<file path="src/rtl/key_pkg.sv">
// Shared definitions for the key debouncer and its event FIFO.
// Event record layout is {code, press}: press in bit 0, key code above it.
package key_pkg;

  // Sample period for 20 ms at a 50 MHz clock.
  localparam int CLK_DIV_20MS_50M = 1_000_000;

  // Bit positions inside a packed event record {code, press}.
  localparam int EVT_PRESS_LSB = 0;
  localparam int EVT_CODE_LSB  = 1;

  // Width of a key code for nkeys key lines.
  function automatic int cw(input int nkeys);
    return (nkeys < 2) ? 1 : $clog2(nkeys);
  endfunction

  // Width of a packed event record.
  function automatic int evt_w(input int nkeys);
    return cw(nkeys) + 1;
  endfunction

endpackage

</file>
<file path="src/rtl/key_evt_fifo.sv">
// First-word-fall-through synchronous FIFO for debounced key events.
// dout always shows the head entry; it changes only on a pop or on a
// push into an empty FIFO. Push and pop together are accepted when full.
// Optional macro KEY_DEBOUNCE_IRQ_EN adds the empty_next output used by
// the interrupt logic of the top level.
module key_evt_fifo #(
  parameter int WIDTH = 5,
  parameter int DEPTH = 4
) (
  input  logic             clk,
  input  logic             rstn,
`ifdef KEY_DEBOUNCE_IRQ_EN
  output logic             empty_next,
`endif
  input  logic             push,
  input  logic [WIDTH-1:0] din,
  input  logic             pop,
  output logic [WIDTH-1:0] dout,
  output logic             full,
  output logic             empty
);

  localparam int AW = $clog2(DEPTH);
  localparam int LW = AW + 1;
  localparam logic [LW-1:0] LVL_FULL = LW'(DEPTH);

  logic [WIDTH-1:0] mem [DEPTH];
  logic [AW-1:0]    wr_ptr;
  logic [AW-1:0]    rd_ptr;
  logic [LW-1:0]    level;
  logic [LW-1:0]    level_nx;
  logic             do_push;
  logic             do_pop;

  assign empty   = (level == {LW{1'b0}});
  assign full    = (level == LVL_FULL);
  assign do_pop  = pop & ~empty;
  assign do_push = push & (~full | do_pop);
  assign dout    = mem[rd_ptr];

  // Next occupancy from the accepted push/pop pair.
  always_comb begin
    level_nx = level;
    case ({do_push, do_pop})
      2'b10:   level_nx = level + LW'(1);
      2'b01:   level_nx = level - LW'(1);
      default: level_nx = level;
    endcase
  end

`ifdef KEY_DEBOUNCE_IRQ_EN
  assign empty_next = (level_nx == {LW{1'b0}});
`endif

  // Pointer and occupancy registers.
  always_ff @(posedge clk or negedge rstn) begin
    if (!rstn) begin
      wr_ptr <= {AW{1'b0}};
      rd_ptr <= {AW{1'b0}};
      level  <= {LW{1'b0}};
    end else begin
      level <= level_nx;
      if (do_push) wr_ptr <= wr_ptr + AW'(1);
      if (do_pop)  rd_ptr <= rd_ptr + AW'(1);
    end
  end

  // Entry storage; cleared on reset so the idle head reads as zero.
  always_ff @(posedge clk or negedge rstn) begin
    if (!rstn) begin
      for (int i = 0; i < DEPTH; i++) mem[i] <= {WIDTH{1'b0}};
    end else if (do_push) begin
      mem[wr_ptr] <= din;
    end
  end

endmodule

</file>
<file path="src/rtl/key_debounce_evt.sv">
// Keypad debouncer with per-key stability filter and a queued
// {key code, direction} event stream behind a valid/ready handshake.
// Optional macro KEY_DEBOUNCE_IRQ_EN adds a registered irq output that
// follows (event available OR overflow) one cycle after the condition.
module key_debounce_evt
  import key_pkg::*;
#(
  parameter int NKEYS      = 16,
  parameter int CLK_DIV    = CLK_DIV_20MS_50M,
  parameter int STABLE_N   = 3,
  parameter int ACTIVE_LOW = 1,
  parameter int FIFO_DEPTH = 4
) (
  input  logic                 clk,
  input  logic                 rstn,
`ifdef KEY_DEBOUNCE_IRQ_EN
  output logic                 irq,
`endif
  input  logic [NKEYS-1:0]     key_in,
  output logic [NKEYS-1:0]     key_state,
  output logic                 evt_valid,
  input  logic                 evt_ready,
  output logic [cw(NKEYS)-1:0] evt_code,
  output logic                 evt_press,
  output logic                 evt_ovf,
  input  logic                 ovf_clr
);

  localparam int CW = cw(NKEYS);
  localparam int EW = evt_w(NKEYS);
  localparam int DW = $clog2(CLK_DIV);
  localparam logic [DW-1:0]    DIV_MAX  = DW'(CLK_DIV - 1);
  localparam logic [3:0]       CNT_MAX  = 4'(STABLE_N - 1);
  localparam logic [NKEYS-1:0] INACTIVE = (ACTIVE_LOW != 0) ? {NKEYS{1'b1}} : {NKEYS{1'b0}};

  logic [NKEYS-1:0]      sync1;
  logic [NKEYS-1:0]      sync2;
  logic [NKEYS-1:0]      raw_p;
  logic [DW-1:0]         div;
  logic                  tick;
  logic [NKEYS-1:0][3:0] cnt;
  logic [NKEYS-1:0][3:0] cnt_next;
  logic [NKEYS-1:0]      flip;
  logic [NKEYS-1:0]      pending;
  logic [NKEYS-1:0]      pending_next;
  logic [NKEYS-1:0]      pend_clr;
  logic [CW-1:0]         sel_idx;
  logic                  sel_vld;
  logic                  push;
  logic [EW-1:0]         push_data;
  logic                  ovf_set;
  logic                  ovf_next;
  logic                  fifo_full;
  logic                  fifo_empty;
  logic [EW-1:0]         fifo_dout;
`ifdef KEY_DEBOUNCE_IRQ_EN
  logic                  fifo_empty_next;
`endif

  // Two-flop synchroniser, idling at the released level.
  always_ff @(posedge clk or negedge rstn) begin
    if (!rstn) begin
      sync1 <= INACTIVE;
      sync2 <= INACTIVE;
    end else begin
      sync1 <= key_in;
      sync2 <= sync1;
    end
  end

  // Normalise so that 1 always means pressed.
  assign raw_p = sync2 ^ INACTIVE;

  // Sample-period divider; tick marks its last count.
  always_ff @(posedge clk or negedge rstn) begin
    if (!rstn) begin
      div <= {DW{1'b0}};
    end else if (tick) begin
      div <= {DW{1'b0}};
    end else begin
      div <= div + DW'(1);
    end
  end

  assign tick = (div == DIV_MAX);

  // Per-key stability counters: flip after STABLE_N differing ticks in a row.
  always_comb begin
    flip     = {NKEYS{1'b0}};
    cnt_next = cnt;
    for (int i = 0; i < NKEYS; i++) begin
      if (!tick) begin
        cnt_next[i] = cnt[i];
      end else if (raw_p[i] == key_state[i]) begin
        cnt_next[i] = 4'd0;
      end else if (cnt[i] == CNT_MAX) begin
        cnt_next[i] = 4'd0;
        flip[i]     = 1'b1;
      end else begin
        cnt_next[i] = cnt[i] + 4'd1;
      end
    end
  end

  // Scanner: lowest pending key goes to the FIFO when there is room.
  always_comb begin
    sel_idx = {CW{1'b0}};
    sel_vld = 1'b0;
    for (int i = NKEYS - 1; i >= 0; i--) begin
      sel_idx = pending[i] ? CW'(i) : sel_idx;
      sel_vld = sel_vld | pending[i];
    end
    push              = sel_vld & ~fifo_full;
    push_data         = {sel_idx, key_state[sel_idx]};
    pend_clr          = {NKEYS{1'b0}};
    pend_clr[sel_idx] = push;
    // A fresh flip beats the scanner's clear on the same key.
    pending_next      = (pending & ~pend_clr) | flip;
    // Flipping a key whose previous event is still unqueued loses that event.
    ovf_set           = |(flip & pending & ~pend_clr);
    if (ovf_set) begin
      ovf_next = 1'b1;
    end else if (ovf_clr) begin
      ovf_next = 1'b0;
    end else begin
      ovf_next = evt_ovf;
    end
  end

  // Filter, pending and overflow state.
  always_ff @(posedge clk or negedge rstn) begin
    if (!rstn) begin
      cnt       <= {(NKEYS * 4){1'b0}};
      key_state <= {NKEYS{1'b0}};
      pending   <= {NKEYS{1'b0}};
      evt_ovf   <= 1'b0;
    end else begin
      cnt       <= cnt_next;
      key_state <= key_state ^ flip;
      pending   <= pending_next;
      evt_ovf   <= ovf_next;
    end
  end

  key_evt_fifo #(
    .WIDTH (EW),
    .DEPTH (FIFO_DEPTH)
  ) u_fifo (
    .clk        (clk),
    .rstn       (rstn),
`ifdef KEY_DEBOUNCE_IRQ_EN
    .empty_next (fifo_empty_next),
`endif
    .push       (push),
    .din        (push_data),
    .pop        (evt_ready),
    .dout       (fifo_dout),
    .full       (fifo_full),
    .empty      (fifo_empty)
  );

  assign evt_valid = ~fifo_empty;
  assign evt_code  = fifo_dout[EW-1:EVT_CODE_LSB];
  assign evt_press = fifo_dout[EVT_PRESS_LSB];

`ifdef KEY_DEBOUNCE_IRQ_EN
  // Interrupt request: event available or overflow, one cycle later.
  always_ff @(posedge clk or negedge rstn) begin
    if (!rstn) begin
      irq <= 1'b0;
    end else begin
      irq <= ~fifo_empty_next | ovf_next;
    end
  end
`endif

endmodule

</file>
<file path="config.mk">
export PLATFORM = sky130hd
export DESIGN_NAME = key_debounce_evt
export DESIGN_NICKNAME = d
export VERILOG_FILES = /design/src/rtl/key_pkg.sv /design/src/rtl/key_evt_fifo.sv /design/src/rtl/key_debounce_evt.sv
export SDC_FILE = /design/constraint.sdc
export NUM_CORES = 1
export LEC_CHECK = 0
export CAP_MARGIN = 20
export CELL_PAD_IN_SITES_DETAIL_PLACEMENT = 0
export CELL_PAD_IN_SITES_GLOBAL_PLACEMENT = 2
export CORE_UTILIZATION = 36
export CTS_CLUSTER_DIAMETER = 60
export DETAILED_ROUTE_END_ITERATION = 16
export PLACE_DENSITY = 0.8
export SLEW_MARGIN = 20
export SYNTH_ARGS = -nofsm -noshare
export SYNTH_HDL_FRONTEND = slang
export SYNTH_SLANG_ARGS = --single-unit
export TNS_END_PERCENT = 10
</file>
<file path="constraint.sdc">
create_clock -name clk -period 2.4 [get_ports clk]
set_input_delay 0.48 -clock clk [delete_from_list [all_inputs] [get_ports clk]]
set_output_delay 0.48 -clock clk [all_outputs]
set_load 0.01 [all_outputs]
</file>
# Yosys cells after proc, flatten, opt, wreduce, memory -nomap -nowiden
# Index checks and enable logic that the tools add are counted.
# op_classes
n_addsub	21
mul	0
div	0
order_cmp	5
eq_ne	36
shifts	0
n_mux	110
n_bitwise	31
n_reduce_logical	6
# ops
operator	n
two-way mux 4 bit	48
adder 4 x 1 -> 4 bit (second input constant)	16
AND 16 bit	4
== test 4 x 2 -> 1 bit (second input constant)	16
two-way mux 1 bit	52
inverter 16 bit	2
adder 20 x 1 -> 20 bit (second input constant)	1
bitwise mux 20 bit	1
== test 20 bit (second input constant)	1
two-way mux 20 bit	1
== test 1 bit	16
bitwise OR 1 bit	16
bitwise OR 16 bit	1
OR reduction 16 bit	1
bitwise XOR 16 bit	1
two-way mux 5 bit	3
binary-select mux 5 bit (select 2 bit)	1
demux 5 bit (select 2 bit)	1
>= comparator 3 bit (second input constant)	2
inverter 2 -> 3 bit	2
one-hot mux 3 bit (2 select lines)	1
< comparator 4 x 5 -> 1 bit (second input constant)	1
adder 2 x 1 -> 2 bit (second input constant)	2
binary-select mux 1 bit (select 4 bit)	1
other kinds (13)	18
# totals
reg_bits	176
latch_bits	0
ramBits	0
romBits	0
in_bits	20
out_inout_bits	23
word_cells	238
memories	0

# Longest topological paths before layout
# logic_depth
word_depth	25
mapped_depth	11
mapped_depth_nobuf	10

# Modules after synthesis
# From an unflattened synthesis, not the netlist that was laid out.
# unflattened
cells_unflattened	825
hier_area_um2	8627.0
# modules_own_cells
module	n_inst	cells_per_inst	area_each_um2	seq_area_each_um2
key_debounce_evt	1	723	7259.5	3768.6
key_evt_fifo	1	102	1367.6	675.6

# Worst setup path before layout
# OpenSTA, ideal clock, no wires.
# synth_path
path_type	reg2reg
from	register pending[2]
to	register u_fifo.mem[0] in the netlist's numbering
setup_ns	0.128
arrival_ns	2.335
required_ns	2.272
slack_ns	-0.063
stages_incl_launch_ff	9
path_buffers	1
period_less_slack_ns	2.463
path_cell_list	dfrtp_1 -> or3_1 -> a311oi_2 -> or2_1 -> buf_6 -> mux4_2 -> mux2_2 -> a22oi_2 -> o21ai_1
# synth_via
elab_chain_cells	6
word_cells_on_any_way	11
classes_between	6 x mux; 5 x bitwise
# synth_rtl
item	line_no	text
start, declared	key_debounce_evt.sv:44	logic [NKEYS-1:0] pending;
start signal, assigned	key_debounce_evt.sv:135	pending <= {NKEYS{1'b0}};
start signal, assigned	key_debounce_evt.sv:140	pending <= pending_next;
two-way mux 4 bit (3 in series)	key_debounce_evt.sv:110	sel_idx = pending[i] ? CW'(i) : sel_idx;
binary-select mux 1 bit (select 4 bit)	key_debounce_evt.sv:114	push_data = {sel_idx, key_state[sel_idx]};
two-way mux 1 bit (not written as such)	key_debounce_evt.sv:114	
bitwise mux 20 bit	key_evt_fifo.sv:73	mem[wr_ptr] <= din;
end signal, assigned by index	key_evt_fifo.sv:73	
end, declared	key_evt_fifo.sv:27	logic [WIDTH-1:0] mem [DEPTH];
# Parallel ways exist; a longest one is shown, timed or not. The select of a mux whose other input is x is not followed.
# A chain may end at the register's enable or synchronous reset.

# Worst setup path in the final report
# layout_path
from	register pending[15]
to	register evt_ovf
# layout_via
elab_chain_cells	25
word_cells_on_any_way	44
classes_between	2 x order compare; 19 x mux; 20 x bitwise; 3 x reduce/logical
# layout_rtl
item	line_no	text
two-way mux 4 bit (16 in series)	key_debounce_evt.sv:110	
< comparator 4 x 5 -> 1 bit (not written as such) / >= comparator 4 x 1 -> 1 bit (equally long branches)	key_debounce_evt.sv:116	pend_clr[sel_idx] = push;
logical AND 1 bit (not written as such)	key_debounce_evt.sv:116	
two-way mux 1 bit (not written as such)	key_debounce_evt.sv:116	
demux 1 bit (select 4 bit)	key_debounce_evt.sv:116	
AND 16 bit (no line)	n/a	
inverter 16 bit	key_debounce_evt.sv:120	ovf_set = |(flip & pending & ~pend_clr);
AND 16 bit *	key_debounce_evt.sv:120	
OR reduction 16 bit *	key_debounce_evt.sv:120	
two-way mux 1 bit / nonzero test 2 bit (equally long branches)	n/a	
end signal, assigned	key_debounce_evt.sv:141	evt_ovf <= ovf_next;
end, declared	key_debounce_evt.sv:25	output logic evt_ovf,
# Mark *: on every way between the ends. The rest lies on a longest branch, timed or not.

==> results_dict.tcl <==
set metrics [dict create \
    worstMarginPinSlew_ns 0.398 \
    arrival_ns 2.89 \
    rows 55 \
    cp_num_cells 9 \
    hpwl_mm 13.5 \
    first_pass_iters 5 \
    rsz0062_at_grt "yes" \
    layout_common_cells "143 x dfrtp_1, 117 x nand2_1, 106 x o21ai_0, 88 x buf_4, 44 x nand3_1" \
    n_fill_cell 2142 \
    clkSinkCount 176 \
    cts_tree "yes" \
    vias 6213 \
    r2r_slack_ns -0.18 \
    ys_seq_elements 176 \
    synth.distinct_cells 60 \
    power.density_mw_per_mm2 583 \
    dominantRegCellSynth "dfrtp_1" \
    cp_max_fo 6 \
    synth-seq-area-share_pct 52.8 \
    antenna_found_initial 0 \
    synth_nets 878 \
    wl_mm 18.7 \
    dp_slack_ns -0.374 \
    gr-total-overflow 0 \
    die_area_sq_mm 0.0240 \
    finalSetupViolCount 6 \
    violations "negative setup slack" \
    async_flop_share_pct 100 \
    grt_pass1_vias 6121 \
    synth_area_sq_mm 0.00842 \
    synth_area_per_cell_sq_um 10.3 \
    gp_congestion 0.839 \
    drtIter0Drc 279 \
    setup_tns_ns -0.823 \
    yosysWarnings 0 \
    relSlewSlack_pct 73.4 \
    synthToLayoutAreaGrowth_pct 25.8 \
    cts.path.max_buffers 2 \
    holdPathStages 0 \
    regArea_sq_mm 0.00445 \
    setup_ws_ns -0.181 \
    maxCapViolations 0 \
    cellLeakagePower_nw 4.59 \
    required_ns 2.70 \
    grt_first_pass_wirelength_mm 31.5 \
    period_share_pct 108 \
    path_delay_family "simple AND/OR/NAND/NOR gates" \
    grt_usage_pct 16.7 \
    crit_chain "nor2b_2 > o21ai_2 > a311oi_4 > or2_4 > buf_4 > o21ai_1 > o22ai_2 > or4_1 > or3_1" \
    via_per_inst 4.87 \
    skew_ns 0.00811 \
    status "complete, but fails checks" \
    timing.fmax_ghz 0.387 \
    critPathBufInv 1 \
    end_kind "flop" \
    path_clk_slew_ns 0.07 \
    drc 0 \
    start_kind "flop" \
    grt_max_degree 63 \
    slowest_stage "or4_1" \
    layout_commonest_cell "dfrtp_1" \
    synthCells 819 \
    r2r_cells 9 \
    diodes 0 \
    nets 1009 \
    finalMaxSlewViolations 0 \
    start_util_pct 37.0 \
    worstSetupPathType "flop to flop" \
    routedWlPerCell_um 14.6 \
    multi_input_area_sq_mm 0.00391 \
    core_sq_mm 0.0228 \
    drive_above_1_share_pct 21.3 \
    insertion_delay_ns 0.43 \
    htreeDepth 4 \
    cts_made_buffers 17 \
    port-buffer-count 42 \
    hold_viol 0 \
    ios 43 \
    p_total_mw 6.17 \
    min_period_ns 2.58 \
    peakVddDrop_v 0.000374 \
    cpPeakStageDelay_ns 0.52 \
    drtAntennaViolNets 0 \
    die_y_um 155 \
    die_w_um 155 \
    synth-edff-count 0 \
    root_buffer "clkbuf_16" \
    hold_class "flop to flop" \
]
## path summary, 6_finish.rpt
| path | end | startpoint |
|---|---|---|
| worst max-delay path | evt_ovf | pending[15] |
| worst min-delay path | sync2[4] | sync1[4] |
| worst max register to register | evt_ovf | pending[15] |
| worst min register to register | sync2[4] | sync1[4] |
| max in group asynchronous | sync1[6] | rstn |
| min in group asynchronous | cnt[61] | rstn |
## routing by layer
| layer | routed length (um) | part of all wire, % | global-route usage [%] | vias to the layer above |
|---|---|---|---|---|
| met3 | 423 | 2.3 | 2.84 | 11 |
| met1 | 9230 | 49 | 22.5 | 3014 |
| met2 | 8830 | 47 | 27.4 | 61 |
| met5 | 0 | 0 | 0 | - |
| met4 | 195 | 1.0 | 5.09 | 0 |
| li1 | - | - | - | 3127 |
## cell usage after synthesis, drive strengths merged (7+ instances only)
cell	number	area (sq um)
or2	19	119
nor2	42	160
nand2b	29	181
ha	38	475
xor2	13	114
nand3	45	230
dfstp	32	841
o21ai	121	606
clkbuf	15	57.6
and3	9	56.3
inv	28	105
dfrtp	144	3600
nand2	118	450
nor2b	15	93.8
xnor2	26	228
o31ai	39	298
nor3b	10	75.1
buf	9	71.3
mux4	7	158
## registers in the layout, indices dropped and copies added (netlist names)
| name | count |
|---|---|
| pending | 16 |
| key_state | 16 |
| cnt | 64 |
| u_fifo.mem | 20 |
| u_fifo.level | 3 |
| sync1 | 16 |
| evt_ovf | 1 |
| div | 20 |
| sync2 | 16 |
| u_fifo.wr_ptr | 2 |
| u_fifo.rd_ptr | 2 |
## metrics by stage
| stage | cell area, sq um | hold WS (ns) | instances | util, % |
|---|---|---|---|---|
| global placement | 9780 | 0.346 | 1235 | 42.9 |
| global route | 10600 | 0.359 | 1276 | 46.5 |
| detailed placement | 9780 | 0.347 | 1235 | 42.9 |
| CTS | 10500 | 0.353 | 1272 | 45.9 |
| floorplan | 8420 | 0.184 | 819 | - |
| finish | 10600 | 0.352 | 1276 | 46.5 |
## power by group
part | switching [mW] | internal [mW]
logic | 0.200 | 0.197
registers | 0.0891 | 3.06
clock network | 1.20 | 1.42
## cell families after synthesis
| group | count (synthesis) | share of synthesized area (%) |
|---|---|---|
| multiplexers | 11 | 2.39 |
| AND/OR/NAND/NOR | 320 | 19.0 |
| AO/OA/AOI/OAI | 182 | 13.1 |
| buffers and inverters | 52 | 2.78 |
| XOR/XNOR | 39 | 4.06 |
| flip-flops | 176 | 52.8 |
| adder cells (fa/ha/maj) | 39 | 5.89 |
## area by class of cell
type / instances / share of cell area, %
Inverter: 28 / 0.993
Clock inverter: 11 / 0.780
Clock buffer: 21 / 4.44
Tap cell: 313 / 3.70
Timing Repair Buffer: 136 / 11.1
Sequential cell: 176 / 42.0
Multi-Input combinational cell: 591 / 37.0
## repair_timing
action	CTS	global route
resized for setup	27	24
endpoints found under the setup margin	13	21
pin swaps	5	12
gates cloned	0	0
hold buffers	1	0
setup buffers	4	4
endpoints found under the hold margin	26	0
Note: power is estimated with default switching activity, not from simulation.
